`src/rtl/serial_cmd_pkg.sv`:
```
// Shared definitions for the serial command engine: opcode and FSM state
// encodings, per-opcode argument counts and fixed reply lengths.
package serial_cmd_pkg;

  typedef enum logic [7:0] {
    OP_VERSION         = 8'd0,
    OP_SET_OUTPUTS     = 8'd1,
    OP_SET_PLL         = 8'd2,
    OP_SET_PASSTHROUGH = 8'd3,
    OP_SEND_HISTOGRAM  = 8'd4,
    OP_SET_PMT_VETO    = 8'd5,
    OP_RESET_PLL       = 8'd6,
    OP_SET_TEST_INPUTS = 8'd7,
    OP_READ_STATUS     = 8'd8
  } opcode_e;

  localparam logic [7:0] OP_MAX = 8'd8;

  typedef enum logic [2:0] {
    S_IDLE,
    S_ARGS,
    S_EXEC,
    S_TX_LOAD,
    S_TX_WAIT,
    S_PLL_UPD
  } state_e;

  // SET_PLL's table entry is unused: its count comes from the NUM_PLL parameter.
  localparam int ARG_COUNT [0:8] = '{0, 1, 0, 1, 0, 1, 0, 1, 0};
  localparam int STATUS_LEN  = 2;
  localparam int VERSION_LEN = 1;

  function automatic int argCount(input logic [7:0] op, input int numPll);
    int n;
    n = 0;
    if (op == OP_SET_PLL) n = numPll;
    else if (op <= OP_MAX) n = ARG_COUNT[op[3:0]];
    return n;
  endfunction

endpackage

```
`src/rtl/hist_snapshot_mux.sv`:
```
// Histogram snapshot register with a byte-select mux for the reply stream.
module hist_snapshot_mux #(
  parameter int NUM_HIST = 32,
  parameter int HIST_W   = 32,
  parameter int IDX_W    = 7
) (
  input  logic                       i_clk,
  input  logic                       i_reset_n,
  input  logic                       i_load,
  input  logic [NUM_HIST*HIST_W-1:0] i_hist,
  input  logic [IDX_W-1:0]           i_idx,
  output logic [7:0]                 o_byte
);

  logic [NUM_HIST*HIST_W-1:0] r_snap;

  always_ff @(posedge i_clk or negedge i_reset_n) begin
    if (!i_reset_n) r_snap <= '0;
    else if (i_load) r_snap <= i_hist;
  end

  // Channels are contiguous and little-endian, so reply byte b is bits [b*8 +: 8].
  assign o_byte = r_snap[{i_idx, 3'b000} +: 8];

endmodule

```
`src/rtl/serial_cmd_engine.sv`:
```
// Byte-oriented command decoder: collects opcode arguments, applies configuration
// actions, and streams replies (version, status, histogram snapshot) to the UART.
module serial_cmd_engine
  import serial_cmd_pkg::*;
#(
  parameter int         NUM_HIST   = 32,
  parameter int         HIST_W     = 32,
  parameter int         NUM_PLL    = 6,
  parameter int         TIMEOUT    = 1000000,
  parameter logic [7:0] FW_VERSION = 8'd24
) (
  input  logic                       clk,
  input  logic                       reset_n,
  input  logic                       rx_ready,
  input  logic [7:0]                 rx_data,
  input  logic                       tx_busy,
  output logic                       tx_start,
  output logic [7:0]                 tx_data,
  input  logic [NUM_HIST*HIST_W-1:0] hist_flat,
  output logic                       resethist,
  output logic                       disable_line_drivers,
  output logic                       enable_debug_outputs,
  output logic                       passthrough,
  output logic [2:0]                 vetopmtlast,
  output logic                       use_internal_test_pulse,
  output logic                       use_external_test_pulse,
  output logic [NUM_PLL*8-1:0]       pll_shifts,
  output logic                       updatepll,
  output logic                       busy,
  output logic [7:0]                 err_count
);

  localparam int HIST_BYTES = NUM_HIST * HIST_W / 8;
  localparam int IDX_W      = (HIST_BYTES > 2) ? $clog2(HIST_BYTES) : 1;
  localparam int ARG_W      = $clog2(NUM_PLL + 1);
  localparam int TMR_W      = $clog2(TIMEOUT + 1);

  state_e                   r_state, w_nextState;
  logic [7:0]               r_opcode;
  logic [NUM_PLL*8-1:0]     r_args;
  logic [(NUM_PLL+1)*8-1:0] w_argShift;
  logic [7:0]               w_a0;
  logic [ARG_W-1:0]         r_argIdx, w_newArgs, w_curArgs;
  logic [TMR_W-1:0]         r_timer;
  logic [IDX_W-1:0]         r_txIdx, r_lastIdx;
  logic [7:0]               w_histByte, w_replyByte, r_txData, r_errCount;
  logic                     r_txStart, r_resetHist, w_snapLoad, w_badOp, w_timeout;
  logic                     r_disable, r_debug, r_passthrough, r_intPulse, r_extPulse;
  logic [2:0]               r_veto;
  logic [NUM_PLL*8-1:0]     r_pll;

  assign w_newArgs  = ARG_W'(argCount(rx_data, NUM_PLL));
  assign w_curArgs  = ARG_W'(argCount(r_opcode, NUM_PLL));
  // Arguments shift in from the top, so a0 of a one-byte command sits in the top byte
  // and a full SET_PLL sequence ends with a[i] at byte i.
  assign w_argShift = {rx_data, r_args};
  assign w_a0       = r_args[NUM_PLL*8-1 -: 8];
  assign w_snapLoad = (r_state == S_EXEC) && (r_opcode == OP_SEND_HISTOGRAM);

  hist_snapshot_mux #(
    .NUM_HIST (NUM_HIST),
    .HIST_W   (HIST_W),
    .IDX_W    (IDX_W)
  ) u_hist (
    .i_clk     (clk),
    .i_reset_n (reset_n),
    .i_load    (w_snapLoad),
    .i_hist    (hist_flat),
    .i_idx     (r_txIdx),
    .o_byte    (w_histByte)
  );

  always_comb begin
    w_replyByte = FW_VERSION;
    if (r_opcode == OP_SEND_HISTOGRAM) w_replyByte = w_histByte;
    else if (r_opcode == OP_READ_STATUS)
      w_replyByte = (r_txIdx == '0) ? r_errCount : {7'b0, r_passthrough};
  end

  always_ff @(posedge clk or negedge reset_n) begin
    if (!reset_n) r_state <= S_IDLE;
    else r_state <= w_nextState;
  end

  always_comb begin
    w_nextState = r_state;
    w_badOp     = 1'b0;
    w_timeout   = 1'b0;
    case (r_state)
      S_IDLE:
        if (rx_ready) begin
          if (rx_data > OP_MAX) w_badOp = 1'b1;
          else if (w_newArgs != '0) w_nextState = S_ARGS;
          else w_nextState = S_EXEC;
        end
      S_ARGS:
        if (rx_ready) begin
          if (r_argIdx == w_curArgs - ARG_W'(1)) w_nextState = S_EXEC;
        end else if (r_timer == TMR_W'(TIMEOUT - 1)) begin
          w_timeout   = 1'b1;
          w_nextState = S_IDLE;
        end
      S_EXEC:
        case (r_opcode)
          OP_VERSION, OP_SEND_HISTOGRAM, OP_READ_STATUS: w_nextState = S_TX_LOAD;
          OP_SET_PLL, OP_RESET_PLL:                      w_nextState = S_PLL_UPD;
          default:                                       w_nextState = S_IDLE;
        endcase
      S_TX_LOAD:
        if (!tx_busy) w_nextState = S_TX_WAIT;
      // The first TX_WAIT cycle carries tx_start, giving the UART time to raise tx_busy.
      S_TX_WAIT:
        if (!r_txStart && !tx_busy) w_nextState = (r_txIdx == r_lastIdx) ? S_IDLE : S_TX_LOAD;
      S_PLL_UPD:
        w_nextState = S_IDLE;
      default:
        w_nextState = S_IDLE;
    endcase
  end

  always_ff @(posedge clk or negedge reset_n) begin
    if (!reset_n) begin
      r_opcode      <= '0;
      r_args        <= '0;
      r_argIdx      <= '0;
      r_timer       <= '0;
      r_txIdx       <= '0;
      r_lastIdx     <= '0;
      r_txData      <= '0;
      r_txStart     <= 1'b0;
      r_resetHist   <= 1'b0;
      r_errCount    <= '0;
      r_disable     <= 1'b1;
      r_debug       <= 1'b0;
      r_passthrough <= 1'b0;
      r_intPulse    <= 1'b0;
      r_extPulse    <= 1'b0;
      r_veto        <= 3'b001;
      r_pll         <= '0;
    end else begin
      r_txStart   <= 1'b0;
      r_resetHist <= w_snapLoad;
      if ((w_badOp || w_timeout) && r_errCount != 8'hFF) r_errCount <= r_errCount + 8'd1;
      case (r_state)
        S_IDLE:
          if (rx_ready) begin
            r_opcode <= rx_data;
            r_argIdx <= '0;
            r_timer  <= '0;
          end
        S_ARGS:
          if (rx_ready) begin
            r_args   <= w_argShift[(NUM_PLL+1)*8-1:8];
            r_argIdx <= r_argIdx + ARG_W'(1);
            r_timer  <= '0;
          end else begin
            r_timer <= r_timer + TMR_W'(1);
          end
        S_EXEC: begin
          r_txIdx <= '0;
          case (r_opcode)
            OP_SET_OUTPUTS: begin
              r_disable <= ~w_a0[0];
              r_debug   <= w_a0[1];
            end
            OP_SET_PLL:         r_pll         <= r_args;
            OP_SET_PASSTHROUGH: r_passthrough <= (w_a0 != 8'd0);
            OP_SET_PMT_VETO:    r_veto        <= w_a0[2:0];
            OP_RESET_PLL:       r_pll         <= '0;
            OP_SET_TEST_INPUTS: begin
              r_intPulse <= w_a0[0];
              r_extPulse <= w_a0[1];
            end
            OP_VERSION:        r_lastIdx <= IDX_W'(VERSION_LEN - 1);
            OP_SEND_HISTOGRAM: r_lastIdx <= IDX_W'(HIST_BYTES - 1);
            OP_READ_STATUS:    r_lastIdx <= IDX_W'(STATUS_LEN - 1);
            default: ;
          endcase
        end
        S_TX_LOAD:
          if (!tx_busy) begin
            r_txStart <= 1'b1;
            r_txData  <= w_replyByte;
          end
        S_TX_WAIT:
          if (!r_txStart && !tx_busy) r_txIdx <= r_txIdx + IDX_W'(1);
        default: ;
      endcase
    end
  end

  assign tx_start                = r_txStart;
  assign tx_data                 = r_txData;
  assign resethist               = r_resetHist;
  assign disable_line_drivers    = r_disable;
  assign enable_debug_outputs    = r_debug;
  assign passthrough             = r_passthrough;
  assign vetopmtlast             = r_veto;
  assign use_internal_test_pulse = r_intPulse;
  assign use_external_test_pulse = r_extPulse;
  assign pll_shifts              = r_pll;
  assign updatepll               = (r_state == S_PLL_UPD);
  assign busy                    = (r_state != S_IDLE);
  assign err_count               = r_errCount;

endmodule
```
`config.mk`:
```
export PLATFORM = sky130hd
export DESIGN_NAME = serial_cmd_engine
export DESIGN_NICKNAME = d
export VERILOG_FILES = /design/src/rtl/serial_cmd_pkg.sv /design/src/rtl/hist_snapshot_mux.sv /design/src/rtl/serial_cmd_engine.sv
export SDC_FILE = /design/constraint.sdc
export NUM_CORES = 2
export LEC_CHECK = 0
export ABC_AREA = 1
export BUFFER_PORTS_ARGS = -buffer_cell sky130_fd_sc_hd__buf_2
export CORE_AREA = 3 3 431 433
export CTS_CLUSTER_DIAMETER = 50
export DETAILED_ROUTE_END_ITERATION = 10
export DIE_AREA = 0 0 434 436
export PLACE_DENSITY = 0.49
export SETUP_SLACK_MARGIN = 0.2
export SKIP_LAST_GASP = 1
export SYNTH_ARGS = -nofsm -noshare
export SYNTH_HDL_FRONTEND = slang
export SYNTH_SLANG_ARGS = --single-unit
```
`constraint.sdc`:
```
create_clock -name clk -period 2.6 [get_ports clk]
set_clock_uncertainty 0.15 [all_clocks]
set_input_delay 0.26 -clock clk [delete_from_list [all_inputs] [get_ports clk]]
set_output_delay 0.26 -clock clk [all_outputs]
set_load 0.005 [all_outputs]
```
==> summary.txt <==
Logic synthesis
  – Synth Area in Compound Gates: around 11%
  – Top cell type's share of synthesized area: 52.8%
  – Top FF cell, synth: dfrtp_1
  – Cells after synthesis: approximately 7500
  – Cell variety after synth: 44
  – Area contributors post-synth: dfrtp_1 53%, nand2_1 20%, o21ai_0 9.4%, inv_1 5.5%, nand3_1 3.5%
  – Post-synthesis xor/xnor area fraction: 0.249%
  – Cell Area, Synth: around 56000 um2
  – Number of synthesized flops with an enable pin: 0
  – Ys Warns: 0
  – Area leader, netlist: dfrtp_1
  – Main combinational cell family by area after synthesis: simple AND/OR/NAND/NOR gates
  – Seq/Total Area, Yosys: 52.8%
  – Flops & latches, synth: around 1200
  – Synth Area per Inst: between 7 and 8 um2
  – Async set-reset flop share out of synthesis: 100%
  – Synth Area in Adders: less than 1%
  – Synth Area in Simple Gates: between 20% and 30%
  – Mux contribution to synthesized area: less than 1%
  – Syn_nets: 8494

Worst hold path
  – HP Start: hist_flat[311]
  – Hold Path Class: primary input to register
  – Hold EP: u_hist.r_snap[311]
  – Hold path depth: 4

Drt
  – Initial DRC Count: a little over 5000
  – TritonRoute pass-1 iters: 6
  – DRC Markers: 0
  – Via Count: slightly above 60000
  – Post-detailed-route count of antenna-violating nets: 0
  – Routed WL per cell: approximately 23 um
  – Via density: slightly below 5
  – Total Wirelength: 294 mm

Placement
  – GPL Wtd Cong: 0.919
  – Hpwl dp: 203 mm
  – Cell Area, Placed: about 66000 um2
  – Cells after DPL: approximately 11000
  – Placement Setup Slack: -0.331 ns
  – Port Buffers: 1111

Floorplan
  – I/O pin count: between 1000 and 1500
  – Total die area: between 150000 and 200000 um2
  – Cell Rows: roughly 160
  – Die Y: roughly 440 um
  – Chip Width: around 430 um
  – Core area: 182000 um2
  – Initial core utilization: between 30% and 40%

GRT
  – First-pass GRT wire length: ~420 mm
  – Antenna violations before repair: 48
  – Vias in the first global route: between 60000 and 70000
  – Total track usage: a little under a third
  – Largest net degree at the start of global routing: 110
  – Grt ovf: 0

STA
  – Final setup fails: 0
  – Slew headroom: 52.4%
  – Worst-Margin Slew: around 0.71 ns
  – Fin crit share: between 90% and 100%
  – Final setup margin: around 0.0042 ns
  – Final hold violation count: 0
  – Final min period: 2.60 ns
  – Achievable frequency: about 0.39 GHz
  – Final Max Tran Viols: 0
  – RSZ-0062 raised after global routing: yes

Cells and area
  – Multi-input combinational cell area: between 20000 and 25000 um2
  – Final Instance Count excl. Fillers: ~13000
  – # nets final: roughly 11000
  – # fillers: approximately 17000
  – Reg area: about 30000 um2
  – Share of layout cells above drive strength 1: a little under a fifth
  – P&R area growth vs syn: 55.4%
  – Fin area: ~87000 um2

Clocking
  – Clock slew seen by the registers of the worst setup and hold paths: 0.06 ns
  – Longest Clk Path Bufs: 3
  – Clk root buf: clkbuf_16
  – TritonCTS Buffers: 164
  – CTS tree: built
  – Clk Latency, worst-skew pair: slightly above 0.8 ns
  – CTS sink cnt: ~1200
  – H-tree levels: 4

Pwr
  – P_leak: 42.2 nW
  – Sw frac: a little over a third
  – Power density cells: 880 nW/um2
  – Sw Pwr: around 0.027 W
  – Seq pwr share: between 30% and 40%
  – Int Power: 0.0499 W
  – Total power: around 0.077 W
  – Maximum vdd drop: ~0.00055 V
  – Combinational fraction of design power: around 30%
  – Clock Power Share: 30.2%

Worst setup path
  – Register-to-Register Path Depth: 16
  – Critical path class: register to register
  – Crit path DAT: 3.12 ns
  – Worst flop-to-flop path endpoint: tx_data[6]
  – Worst Setup End Kind: register
  – Reg-to-Reg Start: r_txIdx[0]
  – FF-to-FF setup slack: 0.004 ns
  – CP startpoint kind: register
  – Crit path max fanout: 12
  – WP data required: approximately 3.1 ns

Job
  – Max cap viols: 0

Status
  – Status: finished, final reports clean
-- synthesized netlist by cell type (4+ instances only) --
| cell | count |
|---|---|
| buf_2 | 314 |
| nand2_1 | 3022 |
| inv_1 | 825 |
| buf_4 | 10 |
| ha_1 | 5 |
| nor3_1 | 20 |
| o211ai_1 | 64 |
| o21ai_1 | 9 |
| xor2_1 | 13 |
| inv_2 | 8 |
| nand3_1 | 389 |
| buf_1 | 4 |
| clkbuf_1 | 125 |
| o21ai_0 | 1052 |
| o22ai_1 | 8 |
| dfrtp_1 | 1187 |
| nor2_1 | 229 |
| nand4_1 | 21 |
| nand3b_1 | 6 |
| a21oi_1 | 106 |
-- cells in the final DEF (no fill, tap or decap), types with 10 or more instances in the layout --
cell           count
o211ai_1          64
inv_1            823
nor3_1            18
buf_16            39
clkbuf_8          19
buf_4            230
clkbuf_16        178
nand3_1          371
o21ai_1           35
o21ai_2           12
diode_2           46
nor2_1           206
clkinv_4          10
clkinvlp_4        16
nand3_2           18
buf_6             20
o21ai_0         1008
bufinv_16         14
dlygate4sd3_1   1288
dfrtp_1         1184
clkbuf_1          33
buf_12            84
nand2_1         2990
inv_6             11
nor2_2            12
nor2_4            14
a21oi_1           96
xor2_1            13
a21oi_2           10
buf_2           1110
nand2_2           32
nand4_1           21
clkinv_2          18
bufbuf_16         18
-- worst max path at each step --
stage | to | start | slack (ns)
floorplan | tx_data[5] | r_txIdx[1] | 0.46
global placement | tx_data[0] | r_txIdx[0] | -0.30
detailed placement | tx_data[3] | r_txIdx[0] | -0.33
CTS | tx_data[4] | r_txIdx[0] | 0.03
global route | tx_data[5] | r_txIdx[0] | -0.07
finish | tx_data[6] | r_txIdx[0] | 0.004
-- metal layers --
metal	track usage (%)	share of wire (%)	wire, um	vias to the layer above
li1	-	-	-	28300
met5	0	0.020	59	-
met4	22.5	8.5	24900	8
met3	5.36	6.0	17600	922
met1	36.6	40	117000	29500
met2	48.1	46	135000	2628
-- worst max-delay path, cell delays in order, from the launching register on --
cell and delay, ns:
dfrtp_4 0.49, buf_12 0.17, inv_16 0.14, buf_16 0.17, buf_12 0.14, nand2_1 0.06, nand3_1 0.06, nand2_1 0.06
nand2_1 0.11, nand2_1 0.15, nor2_4 0.17, buf_4 0.17, nor2_1 0.04, nor2_1 0.12, nand3_2 0.09, nand3_1 0.09
a21oi_2 0.06
-- cells by family after synthesis --
group / after synthesis
compound gates: 1249
mux: 2
flops: 1189
buf+inv: 1290
fa+ha+maj: 5
xor+xnor: 16
simple gates: 3702
-- stage by stage --
step                      util [%]  TNS [ns]  hold WS, ns
after CTS                     47.5         0    0.0000275
after floorplan                  -         0       -0.186
after global routing          47.9    -0.468       0.0108
after global placement        36.4     -1.85       0.0784
final                         47.9         0       0.0617
after detailed placement      36.4     -1.89       0.0920
-- power groups by stage --
stage | logic (W) | clock network [W] | registers [W]
2_1_floorplan | 0.0122 | 0 | 0.0295
3_3_place_gp | 0.0199 | 0 | 0.0307
3_5_place_dp | 0.0201 | 0 | 0.0308
4_1_cts | 0.0229 | 0.0236 | 0.0306
5_1_grt | 0.0261 | 0.0244 | 0.0315
6_report | 0.0231 | 0.0232 | 0.0307
-- registers in the layout, indices dropped and copies added (netlist names), 7 cells and up --
name	count
r_txIdx	7
err_count	8
pll_shifts	48
tx_data	8
u_hist.r_snap	1024
r_timer	20
r_args	48
r_opcode	8
-- layout make-up --
class / instances / share of cell area, %
inverters: 834 / 3.62
clock inverters: 84 / 1.23
well taps: 2385 / 3.41
multi-input cells: 4974 / 24.9
clock buffers: 218 / 5.19
diodes: 46 / 0.132
flip-flops and latches: 1189 / 34.0
repair buffers: 2803 / 27.5
repair inverters: 1 / 0.0129
-- repair_timing --
item                       in CTS  in global routing
setup endpoints to repair     123                536
cloned                         30                 13
pin swaps                      35                  9
setup buffers                  26                 17
hold buffers                 1289                  0
resized for setup             182                 55
hold endpoints to repair     2307                  0
Note: power is estimated with default switching activity, not from simulation.
